**src/rtl/tm1638_keys_pkg.sv**
```systemverilog
// Shared types and constants for the TM1638 key-scan path.
package tm1638_types;

  typedef logic [7:0] keys_t;

  typedef enum logic [1:0] {
    IDLE,
    REQ,
    WAIT_RESP,
    DECODE
  } keys_state_t;

  // Command byte 0x42 (read keys) followed by a 4-byte read.
  localparam logic [17:0] CMD_READ_KEYS = {2'b10, 8'h00, 8'h42};

  // Key i (0..3) is bit 0 of byte i; key i+4 is bit 4 of byte i.
  function automatic keys_t decode_keys(input logic [31:0] raw);
    keys_t k;
    k = '0;
    for (int i = 0; i < 4; i++) begin
      k[i]   = raw[8*i];
      k[i+4] = raw[8*i+4];
    end
    return k;
  endfunction

endpackage

```
**src/rtl/tm1638_keys_debounce.sv**
```systemverilog
// Debounces successive key-scan samples; publishes a stable vector plus
// one-cycle press/release pulses when a new vector has been seen often enough.
module tm1638_keys_debounce
  import tm1638_types::*;
#(
  parameter int DEBOUNCE_SAMPLES = 3
) (
  input  logic  clk,
  input  logic  rst,
  input  logic  sample_valid,
  input  keys_t sample,
  output keys_t keys,
  output keys_t pressed,
  output keys_t released
);

  localparam int CW = $clog2(DEBOUNCE_SAMPLES + 1);
  localparam logic [CW-1:0] COUNT_MAX = CW'(DEBOUNCE_SAMPLES);

  keys_t          candidate;
  logic [CW-1:0]  count;
  logic [CW-1:0]  count_next;
  logic           accept;

  // Next agreement count: restart on a new candidate, otherwise saturate.
  always_comb begin
    count_next = count;
    if (sample != candidate) begin
      count_next = CW'(1);
    end else if (count >= COUNT_MAX) begin
      count_next = COUNT_MAX;
    end else begin
      count_next = count + 1'b1;
    end
    accept = sample_valid && (count_next >= COUNT_MAX) && (sample != keys);
  end

  // Candidate/count tracking and registered key outputs; pulses default low.
  always_ff @(posedge clk or posedge rst) begin
    if (rst) begin
      candidate <= '0;
      count     <= '0;
      keys      <= '0;
      pressed   <= '0;
      released  <= '0;
    end else begin
      pressed  <= '0;
      released <= '0;
      if (sample_valid) begin
        candidate <= sample;
        count     <= count_next;
        if (accept) begin
          keys     <= sample;
          pressed  <= sample & ~keys;
          released <= ~sample & keys;
        end
      end
    end
  end

endmodule

```
**src/rtl/tm1638_keys.sv**
```systemverilog
// TM1638 key-scan reader: periodically queues a read-keys command, waits for
// the 4-byte response, decodes 8 keys and hands them to the debouncer.
module tm1638_keys
  import tm1638_types::*;
#(
  parameter int SCAN_CYCLES         = 270_000,
  parameter int DEBOUNCE_SAMPLES    = 3,
  parameter int RESP_TIMEOUT_CYCLES = 200_000
) (
  input  logic        i_Clk,
  input  logic        i_Rst,
  input  logic        i_Write_Grant,
  input  logic        i_SPI_FIFO_Full,
  output logic [17:0] o_Data,
  output logic        o_Write,
  input  logic        i_Read_Data_Valid,
  input  logic [63:0] i_Read_Data,
  output logic [7:0]  o_Keys,
  output logic [7:0]  o_Pressed,
  output logic [7:0]  o_Released,
  output logic        o_Timeout
);

  localparam int SW = (SCAN_CYCLES > 1) ? $clog2(SCAN_CYCLES) : 1;
  localparam int TW = (RESP_TIMEOUT_CYCLES > 1) ? $clog2(RESP_TIMEOUT_CYCLES) : 1;

  keys_state_t    state, state_next;
  logic [SW-1:0]  scan_cnt;
  logic [TW-1:0]  tmo_cnt;
  logic           scan_done, tmo_done, can_write;
  logic           write_next, timeout_next;
  logic [17:0]    data_next;
  keys_t          sample;

  // Only the first four response bytes carry key data.
  logic unused_read_hi;
  assign unused_read_hi = ^i_Read_Data[63:32];

  assign scan_done = (scan_cnt == SW'(SCAN_CYCLES - 1));
  assign tmo_done  = (tmo_cnt == TW'(RESP_TIMEOUT_CYCLES - 1));
  assign can_write = i_Write_Grant && !i_SPI_FIFO_Full;

  // State register.
  always_ff @(posedge i_Clk or posedge i_Rst) begin
    if (i_Rst) state <= IDLE;
    else       state <= state_next;
  end

  // Next-state logic; a response in the expiry cycle still counts.
  always_comb begin
    state_next = state;
    case (state)
      IDLE:      if (scan_done) state_next = REQ;
      REQ:       if (can_write) state_next = WAIT_RESP;
      WAIT_RESP: begin
        if (i_Read_Data_Valid) state_next = DECODE;
        else if (tmo_done)     state_next = IDLE;
      end
      DECODE:    state_next = IDLE;
      default:   state_next = IDLE;
    endcase
  end

  // Output decode feeding the registered strobes.
  always_comb begin
    write_next   = (state == REQ) && can_write;
    timeout_next = (state == WAIT_RESP) && !i_Read_Data_Valid && tmo_done;
    data_next    = write_next ? CMD_READ_KEYS : '0;
  end

  // Registered outputs, interval counters and response capture.
  always_ff @(posedge i_Clk or posedge i_Rst) begin
    if (i_Rst) begin
      o_Write   <= 1'b0;
      o_Timeout <= 1'b0;
      o_Data    <= '0;
      scan_cnt  <= '0;
      tmo_cnt   <= '0;
      sample    <= '0;
    end else begin
      o_Write   <= write_next;
      o_Timeout <= timeout_next;
      o_Data    <= data_next;
      scan_cnt  <= (state == IDLE && !scan_done) ? scan_cnt + 1'b1 : '0;
      tmo_cnt   <= (state == WAIT_RESP && state_next == WAIT_RESP) ? tmo_cnt + 1'b1 : '0;
      if (state == WAIT_RESP && i_Read_Data_Valid) begin
        sample <= decode_keys(i_Read_Data[31:0]);
      end
    end
  end

  tm1638_keys_debounce #(
    .DEBOUNCE_SAMPLES(DEBOUNCE_SAMPLES)
  ) u_debounce (
    .clk          (i_Clk),
    .rst          (i_Rst),
    .sample_valid (state == DECODE),
    .sample       (sample),
    .keys         (o_Keys),
    .pressed      (o_Pressed),
    .released     (o_Released)
  );

endmodule

```
**config.mk**
```make
export PLATFORM = sky130hd
export DESIGN_NAME = tm1638_keys
export DESIGN_NICKNAME = d
export VERILOG_FILES = /design/src/rtl/tm1638_keys_pkg.sv /design/src/rtl/tm1638_keys_debounce.sv /design/src/rtl/tm1638_keys.sv
export SDC_FILE = /design/constraint.sdc
export NUM_CORES = 1
export LEC_CHECK = 0
export ABC_AREA = 1
export CAP_MARGIN = 25
export CORE_AREA = 2 2 99 101
export CTS_BUF_LIST = sky130_fd_sc_hd__clkbuf_4 sky130_fd_sc_hd__clkbuf_8 sky130_fd_sc_hd__clkbuf_16
export DETAILED_ROUTE_END_ITERATION = 8
export DIE_AREA = 0 0 101 103
export PLACE_DENSITY = 0.78
export SETUP_SLACK_MARGIN = 0.05
export SLEW_MARGIN = 25
export SYNTH_ARGS = -nofsm -noshare
export SYNTH_HDL_FRONTEND = slang
export SYNTH_SLANG_ARGS = --single-unit
```
**constraint.sdc**
```tcl
create_clock -name i_Clk -period 3.4 [get_ports i_Clk]
set_input_delay 0.51 -clock i_Clk [delete_from_list [all_inputs] [get_ports i_Clk]]
set_output_delay 0.51 -clock i_Clk [all_outputs]
set_load 0.005 [all_outputs]
```
==> impl_summary.txt <==
----------------------------------------------------
[Run status]
  Run status ... finished, final reports clean

[Synth]
  Fraction of registers with async set or reset after synthesis ... 1.000
  Library cell occupying the most area in the post-synthesis netlist ... dfrtp_1
  Cells after synthesis ... around 520
  Flip-flop and latch count after synthesis ... 83
  Total standard cell area after synthesis ... between 0.004 and 0.005 mm2
  Mean Syn Cell Area ... 8.400 um2
  Most repeated cell in the gate-level netlist after synthesis ... nand2_1
  Fraction of synthesized cell area taken by the top area cell type ... 0.4719
  Post-synth EDFFs ... 0
  Sequential share of the synthesized area ... 0.4719
  Number of distinct standard cells referenced by the synthesized netlist ... 28
  Area contributors post-synth ... dfrtp_1 47%, nand2_1 9.7%, inv_1 6.5%, nor2_1 6.1%, ha_1 5.1%
  Dominant register cell in the synthesized netlist ... dfrtp_1
  Ranking of synthesized cells by instance count ... 114 x nand2_1, 83 x dfrtp_1, 76 x inv_1
  Total of warnings raised by yosys ... 0

[Timing]
  Number of pins with negative max-slew slack in the final report ... 0
  Worst Max-Slew Pin Slew ... 0.5271 ns
  Post-layout min period ... 2.009 ns
  Number of endpoints failing setup at the final stage ... 0
  Tcrit/Tclk final ... 0.5909
  Max Freq ... ~0.5 GHz
  Normalized max-slew margin ... 0.6482
  Setup_tns ... 0 ns
  Final hold vios ... 0
  Clock skew after layout ... 0.01420 ns
  Setup repair after global routing missed its margin ... no

[Placed design]
  Placed insts ... 669
  Hpwl dp ... 5918 um
  Weighted congestion at the end of routability-driven global placement ... 0.8851
  Number of input and output port buffers inserted ... 41

[Clock network]
  H-Tree Depth ... 3
  Insertion delay of the later-clocked pin in the worst-skew pair ... 0.36 ns
  Clock transition time at the flip-flop clock pins of the worst setup and hold paths ... ~0.090 ns
  Clock tree sinks ... 83
  Post-cts repair resize count ... 0
  Total clock buffers created by CTS ... 9
  Maximum clock insertion buffer count ... 2
  Hold Buf Count CTS ... 0
  Count of buffers added by post-CTS timing repair for setup ... 0
  TritonCTS clock tree ... done
  Buffer type at the clock tree root ... clkbuf_8

[Global route]
  Global-route wire length before repair ... 14,620 um
  Number of antenna violations at the first check in global routing ... 0
  All-Layer GR Usage ... 0.1763
  Largest net degree at the start of global routing ... 33
  Remaining global-route overflow ... 0
  Number of global-route vias before repair ... about 3,300

[Critical path]
  CP Capture Type ... register
  Critical path class ... register to register
  Arrival @ worst endpoint ... 2.26 ns
  Setup slack on the worst flop-to-flop path ... roughly 1.4 ns
  CP startpoint kind ... register
  Depth of the worst register-to-register path ... 9
  Critical path peak fanout ... 24
  R2r endpoint ... u_debounce.keys[4]
  Req. time, crit path ... 3.65 ns
  Start of the worst register-to-register path ... sample[2]

[Final layout]
  Synthesis-to-finish area growth ... 14.21%
  Fin nets ... 653
  Ant. Diodes ... 0
  Share of layout cells above drive strength 1 ... 0.09982
  Flip-flop and latch area ... 0.002077 mm2
  Final standard cell count with taps included and fillers excluded ... 685
  Count of fill cells added during filler insertion ... 871
  Multi-input gate area in the final layout ... 0.001869 mm2

[Routing]
  Number of detailed-routing iterations run before antenna repair ... 4
  DRC viols ... 0
  Vias per cell ... 4.904
  DRT antenna net count ... 0
  DRT iter0 DRCs ... 163
  Routed wire length ... 8399 um
  Average wire per cell in the routed design ... around 12 um
  Via count ... 3,359

[Die]
  Rows ... 36
  Starting density of the core ... 0.4653
  Vertical die dimension ... 103 um
  DIE AREA ... 0.01040 mm2
  IO Count ... 113
  Total core area ... 0.009459 mm2
  Die Width ... 101 um

[Power and ir drop]
  Switching power of the nets ... 0.9381 mW
  Flop pwr share ... 0.469
  Leak pwr ... approximately 2.3 nW
  Switch share ... 0.3514
  Internal cell power ... 1.732 mW
  Power share of the clock group ... 0.280
  Part of the total power dissipated in combinational logic ... 0.251
  P per Cell Area ... ~530 mW/mm2
  Peak ir drop on the vdd network ... approximately 0.37 mV

[Run]
  Max-Cap Viols ... 0

[Min path]
  Class of the most critical hold timing path ... primary input to asynchronous set/reset pin

----------------------------------------------------
power groups by stage:
stage | logic, mW | clock network, mW | registers [mW]
6_report | 0.671 | 0.747 | 1.25
4_1_cts | 0.680 | 0.754 | 1.25
2_1_floorplan | 0.566 | 0 | 1.24
3_5_place_dp | 0.675 | 0 | 1.27
3_3_place_gp | 0.650 | 0 | 1.26
5_1_grt | 0.777 | 0.801 | 1.27
through the flow:
stage	hold WS (ns)	utilization	setup slack, ns	total power [mW]	area [um2]
after floorplan	0.4312	-	0.7532	1.807	4454
after global placement	0.4449	0.5095	1.315	1.909	4820
after detailed placement	0.4525	0.5095	1.238	1.941	4820
after CTS	0.4370	0.5315	1.381	2.684	5027
after global routing	0.4846	0.5315	1.185	2.849	5027
final	0.4237	0.5315	1.391	2.670	5027
kinds of logic after synthesis:
| family | count (synthesis) | share of synthesized area |
|---|---|---|
| xor+xnor | 20 | 0.03980 |
| compound gates | 28 | 0.03298 |
| other cells | 1 | 0.0008519 |
| fa+ha+maj | 18 | 0.05117 |
| buf+inv | 107 | 0.1154 |
| flops | 83 | 0.4719 |
| simple gates | 267 | 0.2880 |
worst max-delay path: stages (launching register included):
cell and delay, ns:
dfrtp_1 0.41, inv_2 0.07, nand2_1 0.06, nand2_1 0.05, nor2_1 0.12, nand2_1 0.08
nor2_2 0.44, nand3_4 0.43, nand2_1 0.18, nand2_1 0.07
layer usage:
layer  vias to the layer above  routed length [um]  global-route usage
li1                       1657                   -                   -
met1                      1606                3648              0.2073
met2                        83                4294              0.3205
met3                        13                 302             0.02915
met4                         0                 155             0.07380
met5                         -                   0                   0
how the worst max path moves through the flow:
stage                        from                 end
global route            sample[7]  u_debounce.keys[5]
CTS                     sample[2]  u_debounce.keys[4]
floorplan                   i_Rst           o_Data[6]
global placement    i_Write_Grant         tmo_cnt[17]
finish                  sample[2]  u_debounce.keys[4]
detailed placement  i_Write_Grant          tmo_cnt[6]
state kept, by name, indices dropped and copies added (netlist names):
signal and cells:
u_debounce.candidate 8, scan_cnt 19, state 2, u_debounce.keys 8, o_Data 1, o_Timeout 1
tmo_cnt 18, u_debounce.pressed 8, sample 8, u_debounce.released 8, u_debounce.count 2
layout make-up:
class | count | area share
clock buffers | 13 | 0.03186
flip-flops and latches | 83 | 0.4131
clock inverters | 3 | 0.009457
inverters | 81 | 0.06073
well taps | 114 | 0.02837
multi-input cells | 348 | 0.3718
repair buffers | 43 | 0.08462
cell usage in the layout, fill, tap and decap left out:
| master | count |
|---|---|
| nor2_1 | 71 |
| dfrtp_1 | 83 |
| conb_1 | 15 |
| o21ai_0 | 22 |
| o21a_1 | 1 |
| nor3_1 | 12 |
| clkdlybuf4s50_1 | 41 |
| clkinv_2 | 1 |
| xor2_1 | 17 |
| inv_1 | 75 |
| clkinv_4 | 2 |
| nor2_2 | 16 |
| buf_4 | 2 |
| o21bai_1 | 1 |
| nand3_4 | 1 |
| clkbuf_4 | 3 |
| ha_1 | 18 |
| nand2_1 | 114 |
| nor2_8 | 1 |
| nand4_1 | 16 |
| xnor2_1 | 3 |
| nor2_4 | 12 |
| nand4_4 | 1 |
| or2_1 | 1 |
| nand2_2 | 2 |
| inv_2 | 5 |
| clkbuf_8 | 10 |
| bufinv_16 | 1 |
| a21oi_1 | 4 |
| nand3_1 | 20 |
(Power assumes the default switching activity.)
